[src/rtl/pipe_pkg.sv]
// Shared pipeline definitions: control-bundle layout and the ALUOp/NPCOp/WDSel
// encodings used by the decoder, the ID/EX register and EX.
package pipe_pkg;

   localparam int XLEN   = 32;
   localparam int REG_AW = 5;
   localparam int CTRL_W = 20;

   // Bit offsets inside the packed control bundle (MSB first).
   localparam int CTRL_REGWRITE   = 19;
   localparam int CTRL_MEMWRITE   = 18;
   localparam int CTRL_MEMREAD    = 17;
   localparam int CTRL_ALUOP_MSB  = 16;
   localparam int CTRL_ALUOP_LSB  = 12;
   localparam int CTRL_NPCOP_MSB  = 11;
   localparam int CTRL_NPCOP_LSB  = 7;
   localparam int CTRL_ALUSRC     = 6;
   localparam int CTRL_WDSEL_MSB  = 5;
   localparam int CTRL_WDSEL_LSB  = 4;
   localparam int CTRL_BRANCH     = 3;
   localparam int CTRL_FUNCT3_MSB = 2;
   localparam int CTRL_FUNCT3_LSB = 0;

   typedef enum logic [4:0] {
      ALU_NOP  = 5'd0,
      ALU_ADD  = 5'd1,
      ALU_SUB  = 5'd2,
      ALU_AND  = 5'd3,
      ALU_OR   = 5'd4,
      ALU_XOR  = 5'd5,
      ALU_SLL  = 5'd6,
      ALU_SRL  = 5'd7,
      ALU_SRA  = 5'd8,
      ALU_SLT  = 5'd9,
      ALU_SLTU = 5'd10,
      ALU_LUI  = 5'd11,
      ALU_AUIPC = 5'd12
   } alu_op_e;

   // PLUS4 must stay at zero so that an all-zero bundle is a NOP.
   typedef enum logic [4:0] {
      NPC_PLUS4  = 5'd0,
      NPC_BRANCH = 5'd1,
      NPC_JAL    = 5'd2,
      NPC_JALR   = 5'd3
   } npc_op_e;

   typedef enum logic [1:0] {
      WD_ALU = 2'd0,
      WD_MEM = 2'd1,
      WD_PC4 = 2'd2
   } wd_sel_e;

   typedef struct packed {
      logic       reg_write;
      logic       mem_write;
      logic       mem_read;
      alu_op_e    alu_op;
      npc_op_e    npc_op;
      logic       alu_src;
      wd_sel_e    wd_sel;
      logic       is_branch;
      logic [2:0] funct3;
   } ctrl_t;

   // Writes to x0 are architecturally void; drop them as early as possible.
   function automatic ctrl_t ctrl_mask_x0(input ctrl_t ctrl, input logic [REG_AW-1:0] rd);
      ctrl_t c;
      c = ctrl;
      c.reg_write = ctrl.reg_write & (rd != {REG_AW{1'b0}});
      return c;
   endfunction

endpackage

[src/rtl/id_ex_stage_hazard_detect.sv]
// Load-use hazard detector: a load in EX whose rd is read by the ID instruction.
module hazard_detect
   import pipe_pkg::*;
#(
   parameter int REG_AW_P = REG_AW
) (
   input  logic              ex_valid_i,
   input  logic              ex_mem_read_i,
   input  logic [REG_AW_P-1:0] ex_rd_i,
   input  logic              id_valid_i,
   input  logic              id_use_rs1_i,
   input  logic [REG_AW_P-1:0] id_rs1_i,
   input  logic              id_use_rs2_i,
   input  logic [REG_AW_P-1:0] id_rs2_i,
   output logic              load_use_o
);

   logic ex_load_s;
   logic rs1_hit_s;
   logic rs2_hit_s;

   // x0 never carries a dependency, so a load to x0 cannot cause a hazard.
   always_comb begin
      ex_load_s  = ex_valid_i & ex_mem_read_i & (ex_rd_i != {REG_AW_P{1'b0}});
      rs1_hit_s  = id_use_rs1_i & (id_rs1_i == ex_rd_i);
      rs2_hit_s  = id_use_rs2_i & (id_rs2_i == ex_rd_i);
      load_use_o = ex_load_s & id_valid_i & (rs1_hit_s | rs2_hit_s);
   end

endmodule

[src/rtl/id_ex_stage.sv]
// ID/EX pipeline register with load-use stall, flush and hold handling.
// Optional macro ID_EX_BUBBLE_CNT_EN adds a load-use bubble counter output.
module id_ex_stage
   import pipe_pkg::*;
#(
   parameter int XLEN   = pipe_pkg::XLEN,
   parameter int REG_AW = pipe_pkg::REG_AW
) (
   input  logic              clk,
   input  logic              rstn,
   input  logic              id_valid_i,
   input  logic [XLEN-1:0]   id_pc_i,
   input  logic [XLEN-1:0]   id_rs1_data_i,
   input  logic [XLEN-1:0]   id_rs2_data_i,
   input  logic [XLEN-1:0]   id_imm_i,
   input  logic [REG_AW-1:0] id_rs1_i,
   input  logic [REG_AW-1:0] id_rs2_i,
   input  logic [REG_AW-1:0] id_rd_i,
   input  logic              id_use_rs1_i,
   input  logic              id_use_rs2_i,
   input  logic [CTRL_W-1:0] id_ctrl_i,
   input  logic              flush_i,
   input  logic              hold_i,
   output logic              stall_o,
   output logic              ex_valid_o,
   output logic [XLEN-1:0]   ex_pc_o,
   output logic [XLEN-1:0]   ex_rs1_data_o,
   output logic [XLEN-1:0]   ex_rs2_data_o,
   output logic [XLEN-1:0]   ex_imm_o,
   output logic [REG_AW-1:0] ex_rs1_o,
   output logic [REG_AW-1:0] ex_rs2_o,
   output logic [REG_AW-1:0] ex_rd_o,
   output logic [CTRL_W-1:0] ex_ctrl_o
`ifdef ID_EX_BUBBLE_CNT_EN
   ,
   output logic [31:0]       bubble_cnt_o
`endif
);

   typedef struct packed {
      logic              valid;
      logic [XLEN-1:0]   pc;
      logic [XLEN-1:0]   rs1_data;
      logic [XLEN-1:0]   rs2_data;
      logic [XLEN-1:0]   imm;
      logic [REG_AW-1:0] rs1;
      logic [REG_AW-1:0] rs2;
      logic [REG_AW-1:0] rd;
      ctrl_t             ctrl;
   } stage_t;

   stage_t stage_q;
   stage_t stage_d;
   ctrl_t  ex_ctrl_s;
   ctrl_t  id_ctrl_s;
   logic   load_use_s;
   logic   lu_bubble_s;

   assign ex_ctrl_s = ctrl_t'(stage_q.ctrl);
   assign id_ctrl_s = ctrl_t'(id_ctrl_i);

   hazard_detect #(
      .REG_AW_P (REG_AW)
   ) u_hazard_detect (
      .ex_valid_i    (stage_q.valid),
      .ex_mem_read_i (ex_ctrl_s.mem_read),
      .ex_rd_i       (stage_q.rd),
      .id_valid_i    (id_valid_i),
      .id_use_rs1_i  (id_use_rs1_i),
      .id_rs1_i      (id_rs1_i),
      .id_use_rs2_i  (id_use_rs2_i),
      .id_rs2_i      (id_rs2_i),
      .load_use_o    (load_use_s)
   );

   // A flush discards the dependent instruction, so it also cancels the stall.
   always_comb begin
      stall_o     = ~flush_i & (load_use_s | hold_i);
      lu_bubble_s = ~flush_i & ~hold_i & load_use_s;
   end

   // Next-state selection: flush > hold > load-use bubble > capture.
   always_comb begin
      stage_d = stage_q;
      if (flush_i) begin
         stage_d = '0;
      end else if (hold_i) begin
         stage_d = stage_q;
      end else if (load_use_s) begin
         stage_d = '0;
      end else begin
         stage_d.valid    = id_valid_i;
         stage_d.pc       = id_pc_i;
         stage_d.rs1_data = id_rs1_data_i;
         stage_d.rs2_data = id_rs2_data_i;
         stage_d.imm      = id_imm_i;
         stage_d.rs1      = id_rs1_i;
         stage_d.rs2      = id_rs2_i;
         stage_d.rd       = id_rd_i;
         if (id_valid_i) begin
            stage_d.ctrl = ctrl_mask_x0(id_ctrl_s, id_rd_i);
         end else begin
            stage_d.ctrl = '0;
         end
      end
   end

   // Stage register.
   always_ff @(posedge clk or negedge rstn) begin
      if (!rstn) begin
         stage_q <= '0;
      end else begin
         stage_q <= stage_d;
      end
   end

   assign ex_valid_o    = stage_q.valid;
   assign ex_pc_o       = stage_q.pc;
   assign ex_rs1_data_o = stage_q.rs1_data;
   assign ex_rs2_data_o = stage_q.rs2_data;
   assign ex_imm_o      = stage_q.imm;
   assign ex_rs1_o      = stage_q.rs1;
   assign ex_rs2_o      = stage_q.rs2;
   assign ex_rd_o       = stage_q.rd;
   assign ex_ctrl_o     = stage_q.ctrl;

`ifdef ID_EX_BUBBLE_CNT_EN
   logic [31:0] bubble_cnt_q;
   logic [31:0] bubble_cnt_d;

   // Only load-use bubbles are counted; wraps naturally at 2^32.
   always_comb begin
      bubble_cnt_d = bubble_cnt_q;
      if (lu_bubble_s) begin
         bubble_cnt_d = bubble_cnt_q + 32'd1;
      end else begin
         bubble_cnt_d = bubble_cnt_q;
      end
   end

   // Bubble counter register.
   always_ff @(posedge clk or negedge rstn) begin
      if (!rstn) begin
         bubble_cnt_q <= 32'd0;
      end else begin
         bubble_cnt_q <= bubble_cnt_d;
      end
   end

   assign bubble_cnt_o = bubble_cnt_q;
`else
   logic unused_s;
   assign unused_s = lu_bubble_s;
`endif

endmodule

[config.mk]
export PLATFORM = sky130hd
export DESIGN_NAME = id_ex_stage
export DESIGN_NICKNAME = d
export VERILOG_FILES = /design/src/rtl/pipe_pkg.sv /design/src/rtl/id_ex_stage_hazard_detect.sv /design/src/rtl/id_ex_stage.sv
export SDC_FILE = /design/constraint.sdc
export NUM_CORES = 1
export LEC_CHECK = 0
export CORE_UTILIZATION = 40
export CTS_CLUSTER_DIAMETER = 50
export CTS_CLUSTER_SIZE = 14
export DETAILED_ROUTE_END_ITERATION = 10
export PLACE_DENSITY = 0.74
export SYNTH_ARGS = -nofsm -noshare
export SYNTH_HDL_FRONTEND = slang
export SYNTH_SLANG_ARGS = --single-unit
export TNS_END_PERCENT = 100
[constraint.sdc]
create_clock -name clk -period 2.6 [get_ports clk]
set_clock_uncertainty 0.2 [all_clocks]
set_input_delay 0.26 -clock clk [delete_from_list [all_inputs] [get_ports clk]]
set_output_delay 0.26 -clock clk [all_outputs]
set_load 0.01 [all_outputs]
Yosys cells after proc, flatten, opt, wreduce, memory -nomap -nowiden
Index checks and enable logic that the tools add are counted.
{ "classes": {"n_reduce_logical": 2, "n_eq_ne": 3, "bitwise": 11, "n_mux": 4} }
{ "ops": {"columns": ["op", "count"], "rows": [
  ["164-bit 2-to-1 mux", 3],
  ["20-bit 2-to-1 mux", 1],
  ["5-bit equality test", 2],
  ["5-bit nonzero test", 2],
  ["1-bit bitwise AND", 8],
  ["2-bit != test (second input constant)", 1],
  ["1-bit bitwise OR", 2],
  ["1-bit inverter", 1]
]} }
{ "word_totals": {"out_inout_bits": 165, "inputBits": 170, "regBits": 164} }

Depth between registers and ports, before layout
{ "depth": {"word_depth": 7, "mapped_depth": 7} }

Modules after synthesis
Synthesis repeated with hierarchy kept, for this count alone.
{ "hier_totals": {"cells_unflattened": 388, "area_unflattened_um2": 5888.1} }
{ "modules_own_cells": {"columns": ["mod", "seq_area_each_um2", "cells_per_inst", "n_inst", "area_per_inst_um2"], "rows": [
  ["id_ex_stage", 4103.9, 371, 1, 5756.8],
  ["hazard_detect", 0.0, 17, 1, 131.4]
]} }

Worst setup path before layout
Ideal clock, no wire load.
{ "synth_path": {"kind": "reg2out", "start": "register stage_q (netlist bit ex_rd_o[0])", "end": "output stall_o", "n_path_buf": 1, "path_slack_ns": 0.489, "path_stages_with_launch": 6, "required_ns": 2.140, "arrival_ns": 1.651, "path_cell_list": "dfrtp_1 -> or4_1 -> o2111ai_2 -> buf_2 -> nor2_1 -> a21o_1"} }
{ "synth_via": {"elab_chain_len": 6, "elab_cells_between_ends": 11, "classes_between": "eq/ne: 2; bitwise: 8; reduce/logical: 1"} }
{ "synth_rtl": {"columns": ["item", "line", "rtl"], "rows": [
  ["from (decl)", "id_ex_stage.sv:52", "stage_t stage_q;"],
  ["from (signal assigned)", "id_ex_stage.sv:113", "stage_q <= stage_d;"],
  ["5-bit equality test, or another cell as far along", "id_ex_stage_hazard_detect.sv:25", "rs1_hit_s = id_use_rs1_i & (id_rs1_i == ex_rd_i);"],
  ["1-bit bitwise AND (on tied branches)", "id_ex_stage_hazard_detect.sv:25, id_ex_stage_hazard_detect.sv:26, id_ex_stage_hazard_detect.sv:24", null],
  ["1-bit bitwise OR or 1-bit bitwise AND (tied branches)", "id_ex_stage_hazard_detect.sv:27", "load_use_o = ex_load_s & id_valid_i & (rs1_hit_s | rs2_hit_s);"],
  ["1-bit bitwise AND (*)", "id_ex_stage_hazard_detect.sv:27", null],
  ["1-bit bitwise OR (*)", "id_ex_stage.sv:78", "stall_o = ~flush_i & (load_use_s | hold_i);"],
  ["1-bit bitwise AND (*)", "id_ex_stage.sv:78", null],
  ["to (decl)", "id_ex_stage.sv:24", "output logic stall_o,"]
]} }
Mark *: on every way between the ends. The rest lies on a longest branch, timed or not.

Final worst setup path
{ "layout_path": {"start": "register stage_q (netlist bit ex_rd_o[3])", "end": "output stall_o"} }
The elaborated chain is that of the path after synthesis.

==> results.yml <==
critical_path:
  crit_arrival_ps: 2060
  cp-start-kind: "flop"
  path_max_fanout: 2
  cp-end-kind: "output port"
  required_ps: 2140
  r2r-start: "ex_rd_o[3]$_DFFE_PN0P_"
  path_class: "flop to output port"
  reg2regPathDepth: 7
  rrSetupSlack_ps: 200
  worstReg2RegEnd: "ex_rs2_data_o[6]$_DFFE_PN0P_"
logic_synthesis:
  synth-seq-cells: 164
  ys_seq_area_share_pct: 47.5
  synth_cell_types: 27
  syn-cell-area_sq_um: 8640
  synth.area.top_cells: "dfrtp_1, a22o_1, nor3b_1, a21o_1, clkbuf_1"
  synth_top_area_share_pct: 47.5
  yosys_warnings: 0
  syn_inst: 783
  synth_top_cell_by_area: "dfrtp_1"
  syn_avg_cell_area_sq_um: 11.0
  synth.net_count: 953
drt:
  routed_wl_mm: 27.5
  drc: 0
  ant_nets: 0
  first_pass_iters: 4
  drtIter0Drc: 487
  via_count: 7629
  via_per_inst: 5.61
  avgRoutedWirePerCell_microns: 20.2
power_and_ir_drop:
  p_switching_w: 0.00197
  power_frac_seq_pct: 41.3
  p_comb_share_pct: 24.4
  ir_worst_vdd_uv: 414
  leakage_nw: 6.15
  power_density_nw_per_um2: 554
  intPower_w: 0.00512
  swShare_pct: 27.8
  p_clk_share_pct: 34.3
  fin_total_pwr_w: 0.00710
cells_and_area:
  final_cell_mix: "clkdlybuf4s50_1, dfrtp_1, nor3b_1, a21o_1, a22o_1"
  area_growth_syn_to_layout_pct: 48.2
  drive_above_1_share_pct: 6.46
  final_common_cell: "clkdlybuf4s50_1"
  fillers: 1779
  final_nets: 1241
  post-route-util_pct: 60.7
sta:
  final_hold_viol_count: 0
  slew_violations: 0
  setup_tns_ps: 0
  rsz0062_at_grt: "false"
  fin_hold_ws_ps: 68.6
  fin_crit_ps: 2520
  max_clock_freq_mhz: 397
  slew_headroom_pct: 52.5
  finalSetupViolations: 0
  layout_setup_ws_ps: 80.8
  worst_slew_pin_slew_ps: 713
  fin_crit_sh_pct: 96.9
clock_tree:
  clockRootBuffer: "clkbuf_16"
  cts_tree: "done"
  insertion_delay_ps: 410
  cts_buffer_depth: 2
  clkTransAtPathRegs_ps: 70
  clkSinkCount: 164
  numCtsBuffers: 17
  htree_levels: 4
worst_hold_path:
  hp-start: "flush_i"
  whs_path_depth: 3
  whs_endpoint: "ex_imm_o[31]$_DFFE_PN0P_"
  hold_path_class: "primary input to flop"
run_status:
  status: "finished, final reports clean"
floorplan:
  die-area_sq_um: 22200
  dieHeight_microns: 149
  pin_count: 335
  coreArea_sq_um: 21100
  row_count: 53
  start_util_pct: 41.0
  die_w_microns: 149
grt:
  grt_pass1_wl_mm: 43.1
  antenna_found_initial: 1
  grt_max_degree: 119
  grt_overflow_total: 0
  grt_pass1_vias: 7754
  track_usage_pct: 24.6
job:
  cap_viol_max_count: 0
place:
  numPortBuffers: 334
  gp_congestion: 0.824
  post-place-ws_ps: 125
  hpwl_mm: 17.2
[cells in the mapped netlist]
library cell	count
a21oi_1	4
buf_1	3
buf_2	13
nand4_1	2
o21ai_0	1
o221ai_1	1
clkbuf_1	59
nor3b_1	162
nand2b_1	1
dfrtp_1	164
a21o_1	158
o21a_1	1
o2111ai_2	1
o22ai_1	1
a22o_1	157
or4_1	2
a32oi_1	1
nand2_1	9
xnor2_1	10
o31ai_1	1
nor2_1	6
a21bo_2	4
a22oi_1	1
buf_4	18
o22a_1	1
inv_1	1
nor2b_1	1
[power groups by stage]
| stage | Combinational, W | Sequential [W] | Clock (W) |
|---|---|---|---|
| 2_1_floorplan | 0.000625 | 0.00308 | 0 |
| 3_3_place_gp | 0.00172 | 0.00296 | 0 |
| 3_5_place_dp | 0.00173 | 0.00297 | 0 |
| 4_1_cts | 0.00175 | 0.00293 | 0.00249 |
| 5_1_grt | 0.00185 | 0.00296 | 0.00258 |
| 6_report | 0.00173 | 0.00293 | 0.00243 |
[how the worst max path moves through the flow]
stage	start	to	slack, ps	cells after the start
floorplan	ex_rd_o[0]$_DFFE_PN0P_	stall_o	490	5
global placement	id_rs1_i[2]	stall_o	100	6
detailed placement	id_rs1_i[2]	stall_o	130	6
CTS	ex_rd_o[0]$_DFFE_PN0P_	stall_o	30	5
global route	ex_rd_o[3]$_DFFE_PN0P_	stall_o	10	5
finish	ex_rd_o[3]$_DFFE_PN0P_	stall_o	80	5
[per-layer routing]
layer | vias to the layer above | global-route usage [%] | share of wire [%] | wire length (microns)
met4 | 0 | 9.90 | 3.6 | 979
li1 | 3544 | - | - | -
met3 | 54 | 5.57 | 5.8 | 1590
met2 | 253 | 40.2 | 49 | 13400
met1 | 3778 | 31.5 | 42 | 11500
met5 | - | 0 | 0 | 0
[registers in the layout (all words and copies together), names as in the netlist, 5 cells and up]
register,cells
ex_rs1_data_o,32
ex_ctrl_o,20
ex_pc_o,32
ex_rs2_data_o,32
ex_rs2_o,5
ex_rs1_o,5
ex_imm_o,32
ex_rd_o,5
[critical path: stages, from the launching register on]
cell,delay (ps)
dfrtp_1,390
or4_4,550
o2111ai_4,210
nor2_1,80
a21o_1,180
clkdlybuf4s15_1,230
[cell type report]
class	instances	area (sq um)	share of cell area, %
timing repair buffer	362	3650	28.5
clock buffer	21	470	3.67
multi-input combinational	525	4130	32.3
sequential	164	4100	32.1
tap	275	344	2.69
inverter	1	3.75	0.0293
antenna	1	2.50	0.0195
clock inverter	11	92.6	0.723
[timing repair]
action | in CTS | in global routing
endpoints found under the hold margin | 55 | 0
hold buffers | 1 | 0
setup endpoints to repair | 1 | 1
gates cloned | 0 | 0
gates resized for setup | 3 | 1
setup buffers | 0 | 1
pin swaps | 0 | 2
[metrics by stage]
step,std cells,cell area (sq um)
3_5_place_dp,1325,12200
3_3_place_gp,1325,12200
5_1_grt,1360,12800
4_1_cts,1358,12800
6_report,1360,12800
2_1_floorplan,783,8640
[cell families after synthesis]
family          synth area share, %
simple gates                   15.2
xor+xnor                       1.01
compound gates                 31.2
buf+inv                        5.06
flops                          47.5
Power figures use the tool's default switching activity.
